`src/rtl/clocks_gen.sv`:
```
// clocks_gen: master-clock divider for the NES core.
// Produces single-cycle PPU/CPU clock enables, the CPU phase index and
// sequenced PPU/CPU resets from clk_ppu8. NTSC/PAL divide ratios are
// runtime selectable; the PPU and CPU dividers are independent, so
// non-integer ratios (PAL 3.2) come out naturally. Supports halt and
// single-step at CPU-cycle granularity, and resequences resets on a
// mode change.
// Optional feature: define CLOCKS_M2_EN to generate the registered CPU M2
// level; with it undefined m2 is tied low and no logic is built.
module clocks_gen #(
    parameter int unsigned NTSC_PPU_DIV = 8,
    parameter int unsigned NTSC_CPU_DIV = 24,
    parameter int unsigned PAL_PPU_DIV  = 5,
    parameter int unsigned PAL_CPU_DIV  = 16,
    parameter int unsigned RST_PPU_CYC  = 16,
    parameter int unsigned RST_CPU_PPU  = 8,
    parameter int unsigned PW           = 5
) (
    input  logic          clk_ppu8,
    input  logic          rst,
    input  logic          pal,
    input  logic          run,
    input  logic          step,
    output logic          ppu_ce,
    output logic          cpu_ce,
    output logic [PW-1:0] clk_phase,
    output logic          rst_ppu,
    output logic          rst_cpu,
    output logic          halted,
    output logic          m2
);

    // Terminal counts for each mode, pre-truncated to the counter width.
    localparam logic [PW-1:0] NTSC_PPU_LAST = PW'(NTSC_PPU_DIV - 1);
    localparam logic [PW-1:0] NTSC_CPU_LAST = PW'(NTSC_CPU_DIV - 1);
    localparam logic [PW-1:0] PAL_PPU_LAST  = PW'(PAL_PPU_DIV - 1);
    localparam logic [PW-1:0] PAL_CPU_LAST  = PW'(PAL_CPU_DIV - 1);

    // Reset sequencer counter widths: +1 keeps the width >= 1 for tiny values.
    localparam int unsigned RCW = $clog2(RST_PPU_CYC + 1);
    localparam int unsigned PCW = $clog2(RST_CPU_PPU + 1);
    localparam logic [RCW-1:0] RST_PPU_LAST = RCW'(RST_PPU_CYC - 1);
    localparam logic [PCW-1:0] RST_CPU_LAST = PCW'(RST_CPU_PPU - 1);

    logic           mode_q;
    logic [PW-1:0]  ppu_cnt_q, ppu_cnt_d;
    logic [PW-1:0]  cpu_cnt_q, cpu_cnt_d;
    logic           halted_q,  halted_d;
    logic           rst_ppu_q, rst_ppu_d;
    logic           rst_cpu_q, rst_cpu_d;
    logic [RCW-1:0] rcnt_q,    rcnt_d;
    logic [PCW-1:0] pcnt_q,    pcnt_d;

    logic           resync;
    logic [PW-1:0]  ppu_last;
    logic [PW-1:0]  cpu_last;

    // A pal level that disagrees with the latched mode restarts everything,
    // but the external reset takes precedence over it.
    assign resync   = !rst && (pal != mode_q);
    assign ppu_last = mode_q ? PAL_PPU_LAST : NTSC_PPU_LAST;
    assign cpu_last = mode_q ? PAL_CPU_LAST : NTSC_CPU_LAST;

    // Enables are decoded straight from registered state so they land in the
    // first cycle after reset release without an extra pipeline stage.
    assign ppu_ce    = !rst && !resync && !halted_q && (ppu_cnt_q == '0);
    assign cpu_ce    = !rst && !resync && !halted_q && (cpu_cnt_q == '0);
    assign clk_phase = cpu_cnt_q;
    assign rst_ppu   = rst_ppu_q;
    assign rst_cpu   = rst_cpu_q;
    assign halted    = halted_q;

    // Next-state: divider counters, halt/step control and reset sequencing.
    always_comb begin
        ppu_cnt_d = ppu_cnt_q;
        cpu_cnt_d = cpu_cnt_q;
        halted_d  = halted_q;
        rst_ppu_d = rst_ppu_q;
        rst_cpu_d = rst_cpu_q;
        rcnt_d    = rcnt_q;
        pcnt_d    = pcnt_q;

        if (resync) begin
            // Same effect as an external reset, minus the reset input itself.
            ppu_cnt_d = '0;
            cpu_cnt_d = '0;
            halted_d  = 1'b0;
            rst_ppu_d = 1'b1;
            rst_cpu_d = 1'b1;
            rcnt_d    = '0;
            pcnt_d    = '0;
        end else begin
            if (!halted_q) begin
                // Dividers free-run independently; they only realign on reset.
                ppu_cnt_d = (ppu_cnt_q == ppu_last) ? '0 : ppu_cnt_q + PW'(1);
                cpu_cnt_d = (cpu_cnt_q == cpu_last) ? '0 : cpu_cnt_q + PW'(1);
                // Halt only at the CPU-cycle boundary; cpu_cnt wraps to 0 so
                // the resume cycle carries cpu_ce. A pending step re-halts
                // here too, which is what bounds a step to one CPU cycle.
                if (!run && (cpu_cnt_q == cpu_last)) begin
                    halted_d = 1'b1;
                end
            end else if (run || step) begin
                // run and step both release the halt; with run high the
                // boundary check above never re-halts, so run wins.
                halted_d = 1'b0;
            end

            // rst_ppu: fixed master-cycle count after release.
            if (rst_ppu_q) begin
                if (rcnt_q == RST_PPU_LAST) begin
                    rst_ppu_d = 1'b0;
                end else begin
                    rcnt_d = rcnt_q + RCW'(1);
                end
            end else if (rst_cpu_q && ppu_ce) begin
                // rst_cpu: counts PPU enables, so it stalls while halted.
                if (pcnt_q == RST_CPU_LAST) begin
                    rst_cpu_d = 1'b0;
                end else begin
                    pcnt_d = pcnt_q + PCW'(1);
                end
            end
        end
    end

    // State registers with synchronous reset; mode follows pal every cycle
    // (it only differs from pal during the resync cycle).
    always_ff @(posedge clk_ppu8) begin
        mode_q <= pal;
        if (rst) begin
            ppu_cnt_q <= '0;
            cpu_cnt_q <= '0;
            halted_q  <= 1'b0;
            rst_ppu_q <= 1'b1;
            rst_cpu_q <= 1'b1;
            rcnt_q    <= '0;
            pcnt_q    <= '0;
        end else begin
            ppu_cnt_q <= ppu_cnt_d;
            cpu_cnt_q <= cpu_cnt_d;
            halted_q  <= halted_d;
            rst_ppu_q <= rst_ppu_d;
            rst_cpu_q <= rst_cpu_d;
            rcnt_q    <= rcnt_d;
            pcnt_q    <= pcnt_d;
        end
    end

`ifdef CLOCKS_M2_EN
    // M2 rises 3/8 of the way through the CPU cycle.
    localparam logic [PW-1:0] NTSC_M2_TH = PW'((NTSC_CPU_DIV * 3) / 8);
    localparam logic [PW-1:0] PAL_M2_TH  = PW'((PAL_CPU_DIV * 3) / 8);

    logic          m2_q, m2_d;
    logic [PW-1:0] m2_th;

    assign m2_th = mode_q ? PAL_M2_TH : NTSC_M2_TH;

    // M2 level from the current phase; held low while halted or resyncing.
    always_comb begin
        m2_d = !resync && !halted_q && (cpu_cnt_q >= m2_th);
    end

    // Registered for a glitch-free level; lags cpu_cnt by one cycle.
    always_ff @(posedge clk_ppu8) begin
        if (rst) begin
            m2_q <= 1'b0;
        end else begin
            m2_q <= m2_d;
        end
    end

    assign m2 = m2_q;
`else
    assign m2 = 1'b0;
`endif

endmodule
```
`config.mk`:
```
export PLATFORM = sky130hd
export DESIGN_NAME = clocks_gen
export DESIGN_NICKNAME = d
export VERILOG_FILES = /design/src/rtl/clocks_gen.sv
export SDC_FILE = /design/constraint.sdc
export NUM_CORES = 1
export LEC_CHECK = 0
export ABC_CLOCK_PERIOD_IN_PS = 3300
export CORE_ASPECT_RATIO = 1.5
export CORE_MARGIN = 2
export CORE_UTILIZATION = 37
export CTS_CLUSTER_SIZE = 14
export DETAILED_ROUTE_END_ITERATION = 8
export DONT_BUFFER_PORTS = 1
export PLACE_DENSITY = 0.53
export SKIP_LAST_GASP = 1
export SLEW_MARGIN = 25
export SYNTH_ARGS = -nofsm -noshare
export SYNTH_HDL_FRONTEND = slang
export SYNTH_SLANG_ARGS = --single-unit
export TNS_END_PERCENT = 20
```
`constraint.sdc`:
```
create_clock -name clk_ppu8 -period 3.3 [get_ports clk_ppu8]
set_input_delay 0.66 -clock clk_ppu8 [delete_from_list [all_inputs] [get_ports clk_ppu8]]
set_output_delay 0.66 -clock clk_ppu8 [all_outputs]
set_load 0.005 [all_outputs]
```
### Word-level counts from Yosys, hierarchy flattened

Index checks and enable logic that the tools add are counted.
W data, S select, Z words.

| storage, ports and cells | value |
|---|---|
| bits in registers | 23 |
| bits of input ports | 5 |
| output and inout port bits | 11 |
| word-level logic and storage cells | 47 |

| operators by class | value |
|---|---|
| $add $sub $neg | 4 |
| equality and inequality tests | 5 |
| multiplexer cells | 9 |
| bitwise operators | 3 |
| reduce and logical (&&, ||, !) cells | 18 |

Operators with widths:

| kind | count |
|---|---|
| $add A5 B1 Y5 const B | 3 |
| $mux W5 | 3 |
| $logic_not A5 Y1 | 2 |
| $logic_and A1 B1 Y1 | 7 |
| $reduce_and A3 Y1 | 2 |
| $eq A5 B3 Y1 | 1 |
| $eq A5 B4 Y1 const B | 1 |
| $eq A5 B5 Y1 | 1 |
| $mux W1 | 5 |
| $add A4 B1 Y4 const B | 1 |
| $eq A4 B3 Y1 const B | 1 |
| $logic_not A1 Y1 | 4 |
| $not A1 Y1 | 3 |
| $mux W2 | 1 |
| $reduce_and A2 Y1 | 1 |
| $reduce_or A2 Y1 | 1 |
| $logic_or A1 B1 Y1 | 1 |
| $ne A1 B1 Y1 | 1 |

### Depth between registers and ports, before layout

| depth | value |
|---|---|
| word-level depth | 8 |
| depth in mapped cells | 6 |
| depth with buffers taken out | 6 |

### Worst setup path before layout

Ideal clock, no wire load.

| timing path | value |
|---|---|
| path type | input-to-output |
| from | input port pal |
| to | output port ppu_ce |
| arrival | 1.287 ns |
| data required time | 2.640 ns |
| slack | 1.353 ns |
| stages | 4 |
| path buffers | 1 |
| cells stage by stage | xnor2_1 nand2b_1 clkbuf_1 nor3_1 |

| on the way | value |
|---|---|
| word-level cells in the longest chain between the ends | 6 |

RTL lines:

| what | RTL line | RTL |
|---|---|---|
| start: declaration | 21 | `input logic pal,` |
| $ne A1 B1 Y1 | 60 | `assign resync = !rst && (pal != mode_q);` |
| $logic_and A1 B1 Y1 | 60 |  |
| $logic_not A1 Y1 | 66 | `assign ppu_ce = !rst && !resync && !halted_q && (ppu_cnt_q == '0);` |
| $logic_and A1 B1 Y1 (3 in series) | 66 |  |
| end: declaration | 24 | `output logic ppu_ce,` |

Every way passes these cells.

### Worst setup path after layout

| timing path | value |
|---|---|
| from | register ppu_cnt_q[0] |
| to | output port ppu_ce |

| on the way | value |
|---|---|
| word-level cells in the longest chain between the ends | 2 |

RTL lines:

| what | RTL line | RTL |
|---|---|---|
| start: declaration | 46 | `logic [PW-1:0] ppu_cnt_q, ppu_cnt_d;` |
| start signal: assignment | 140 | `ppu_cnt_q <= ppu_cnt_d;` |
| $logic_not A5 Y1 | 66 |  |
| $logic_and A1 B1 Y1 | 66 |  |

Every way passes these cells.

==> results.ini <==
[status]
outcome = complete, no violations

[cells_and_area]
nets = 142
layout_commonest_cell = dfxtp_1
area_growth_pct = 6.76
antenna-diode-count = 0
final_cells = 169
final_util = 0.406
final_cell_mix = 23 x dfxtp_1, 10 x a21oi_1
layout-drive-gt1-share = 0.0388

[timing]
worst_pin_slew_ps = 649
setup_tns_ps = 0
final.min_clock_period_ps = 2330
max_slew_margin = 0.567
max_freq_mhz = 428
maxSlewViolCount = 0
finalClockSkew_ps = 4.01
setup-violations-final = 0
final-hold-violation-count = 0
post-route-period-util = 0.707
setup_slack_ps = 966
rsz0062_at_grt = false

[clock_network]
cts_tree = built
clk_pin_slew_ps = 80
cts_buffers = 3
postCtsSetupRepairBufs = 0
ctsLongestPathBuffers = 2
worst_skew_pair.late_latency_ps = 250
htreeDepth = 1
ctsHoldBuffers = 0
clock-root-buffer = clkbuf_8
cts_num_sinks = 23
cts-resized-gates = 0

[placed_design]
port_buffers = 0
dp_slack_ps = 1250
dp_hpwl_mm = 1.59
place.gp.congestion = 0.721
placedCellCount = 165

[synthesis]
synth_compound_area_frac = 0.0987
synthXorXnorAreaFrac = 0.0676
synth-seq-cells = 23
syn_nets = 141
synthAdderAreaFrac = 0.0751
synth_edf_count = 0
synth-main-ff-cell = dfxtp_1
yosysWarnings = 0
syn_inst = 129
synth-simple-area-share = 0.300
synth_top_family_by_area = simple AND/OR/NAND/NOR gates
synthDistinctLibCells = 36
synthMuxAreaShare = 0.0172
syn_area_per_cell_sq_um = 9.04
async_flop_share = 0
syn_area_sq_um = 1170
ys_seq_area_frac = 0.395

[pwr]
peakVddDrop_v = 0.000213
total_power_w = 0.000495
powerDensity_nw_per_um2 = 397
cellLeakagePower_nw = 0.456

[global_route]
antenna_found_initial = 0
grt_pass1_vias = 865
grt_max_degree = 20
grt.total_usage = 0.131
grt_pass1_wl_mm = 3.70
overflow = 0

[setup_path]
reg2reg_depth = 5
cpMaxStageDelayCell = or4b_1
cp_cell_sequence = inv_1 > ha_1 > or4b_1 > nor3_1
critPathBufInv = 1
end_kind = output port
worstPathArrival_ps = 1670
cp_top_family = simple AND/OR/NAND/NOR gates
cp.depth = 4
path_class = reg -> out
critPathMaxFanout = 8
startpoint_type = register
required_ps = 2640
slowest_delay_ps = 570

[die]
die-area_sq_um = 3630
rows = 25
die_x_um = 49.8
coreArea_sq_um = 3070
pin_count = 16
start_util = 0.380
die_y_um = 72.8

[hold_path]
holdPathStages = 0
min_path_type = in -> reg

[route]
drc = 0
drt-initial-drc-count = 20
post_drt_via_cell_ratio = 5.27
vias = 891
drt-total-wl_mm = 2.11
wl_per_cell_um = 12.5
ant_nets = 0
drt_first_pass_iters = 3

[job]
cap_violations = 0

## power breakdown
group          leakage, nW  total (W)  switching, W  internal (W)
Clock               0.0228   0.000168     0.0000818     0.0000858
Combinational        0.246  0.0000353     0.0000204     0.0000149
Sequential           0.187   0.000292    0.00000838      0.000283
## layer usage
layer / share of wire / vias to the layer above / global-route usage
met1: 0.42 / 420 / 0.133
met3: 0.039 / 4 / 0.0287
met2: 0.53 / 11 / 0.246
li1: - / 456 / -
met4: 0.014 / 0 / 0.0648
met5: 0 / - / 0
## state kept, by name (all words and copies together), names as in the netlist
register	count
clk_phase	5
pcnt_q	4
ppu_cnt_q	5
rst_cpu	1
rcnt_q	5
rst_ppu	1
mode_q	1
halted	1
## worst register-to-register path, cell delays in order, from the launching register on
cell and delay [ps]:
dfxtp_1 370, inv_1 80, ha_1 150, or4b_1 570, or4b_1 570, a21oi_1 150
## area by class of cell
type	count	area (sq um)
Clock buffer	4	45.0
Fill cell	351	1820
Inverter	7	26.3
Multi-Input combinational cell	94	656
Sequential cell	23	460
Tap cell	40	50.0
Timing Repair Buffer	1	7.51
## cells by family (layout without fill, tap and decap cells)
| family | after synthesis | in the layout |
|---|---|---|
| simple gates | 56 | 56 |
| xor+xnor | 9 | 9 |
| compound gates | 19 | 19 |
| flops | 23 | 23 |
| mux | 2 | 2 |
| fa+ha+maj | 7 | 7 |
| other cells | 1 | 1 |
| buf+inv | 12 | 12 |
## metrics by stage
step	hold slack (ps)	instance area, sq um
global route	403	1240
detailed placement	472	1200
finish	423	1240
global placement	467	1200
floorplan	454	1170
CTS	416	1240
## final timing paths
check                                   from        end  slack, ps
worst max-delay path            ppu_cnt_q[0]     ppu_ce        970
worst min-delay path                     pal     mode_q        420
worst max register to register  ppu_cnt_q[0]  pcnt_q[3]       1340
worst min register to register     rcnt_q[1]  rcnt_q[1]        480
## Yosys cell counts (4+ instances only)
master    count  area [sq um]
nand2_1       6          22.5
nor2b_1       6          37.5
or4b_1        4          40.0
dfxtp_1      23           460
xnor2_1       4          35.0
inv_1         7          26.3
ha_1          7          87.6
nor2_1        7          26.3
xor2_1        5          43.8
nand3b_1      5          37.5
a21oi_1      10          50.1
nor3_1        7          35.0
Power figures use the tool's default switching activity.
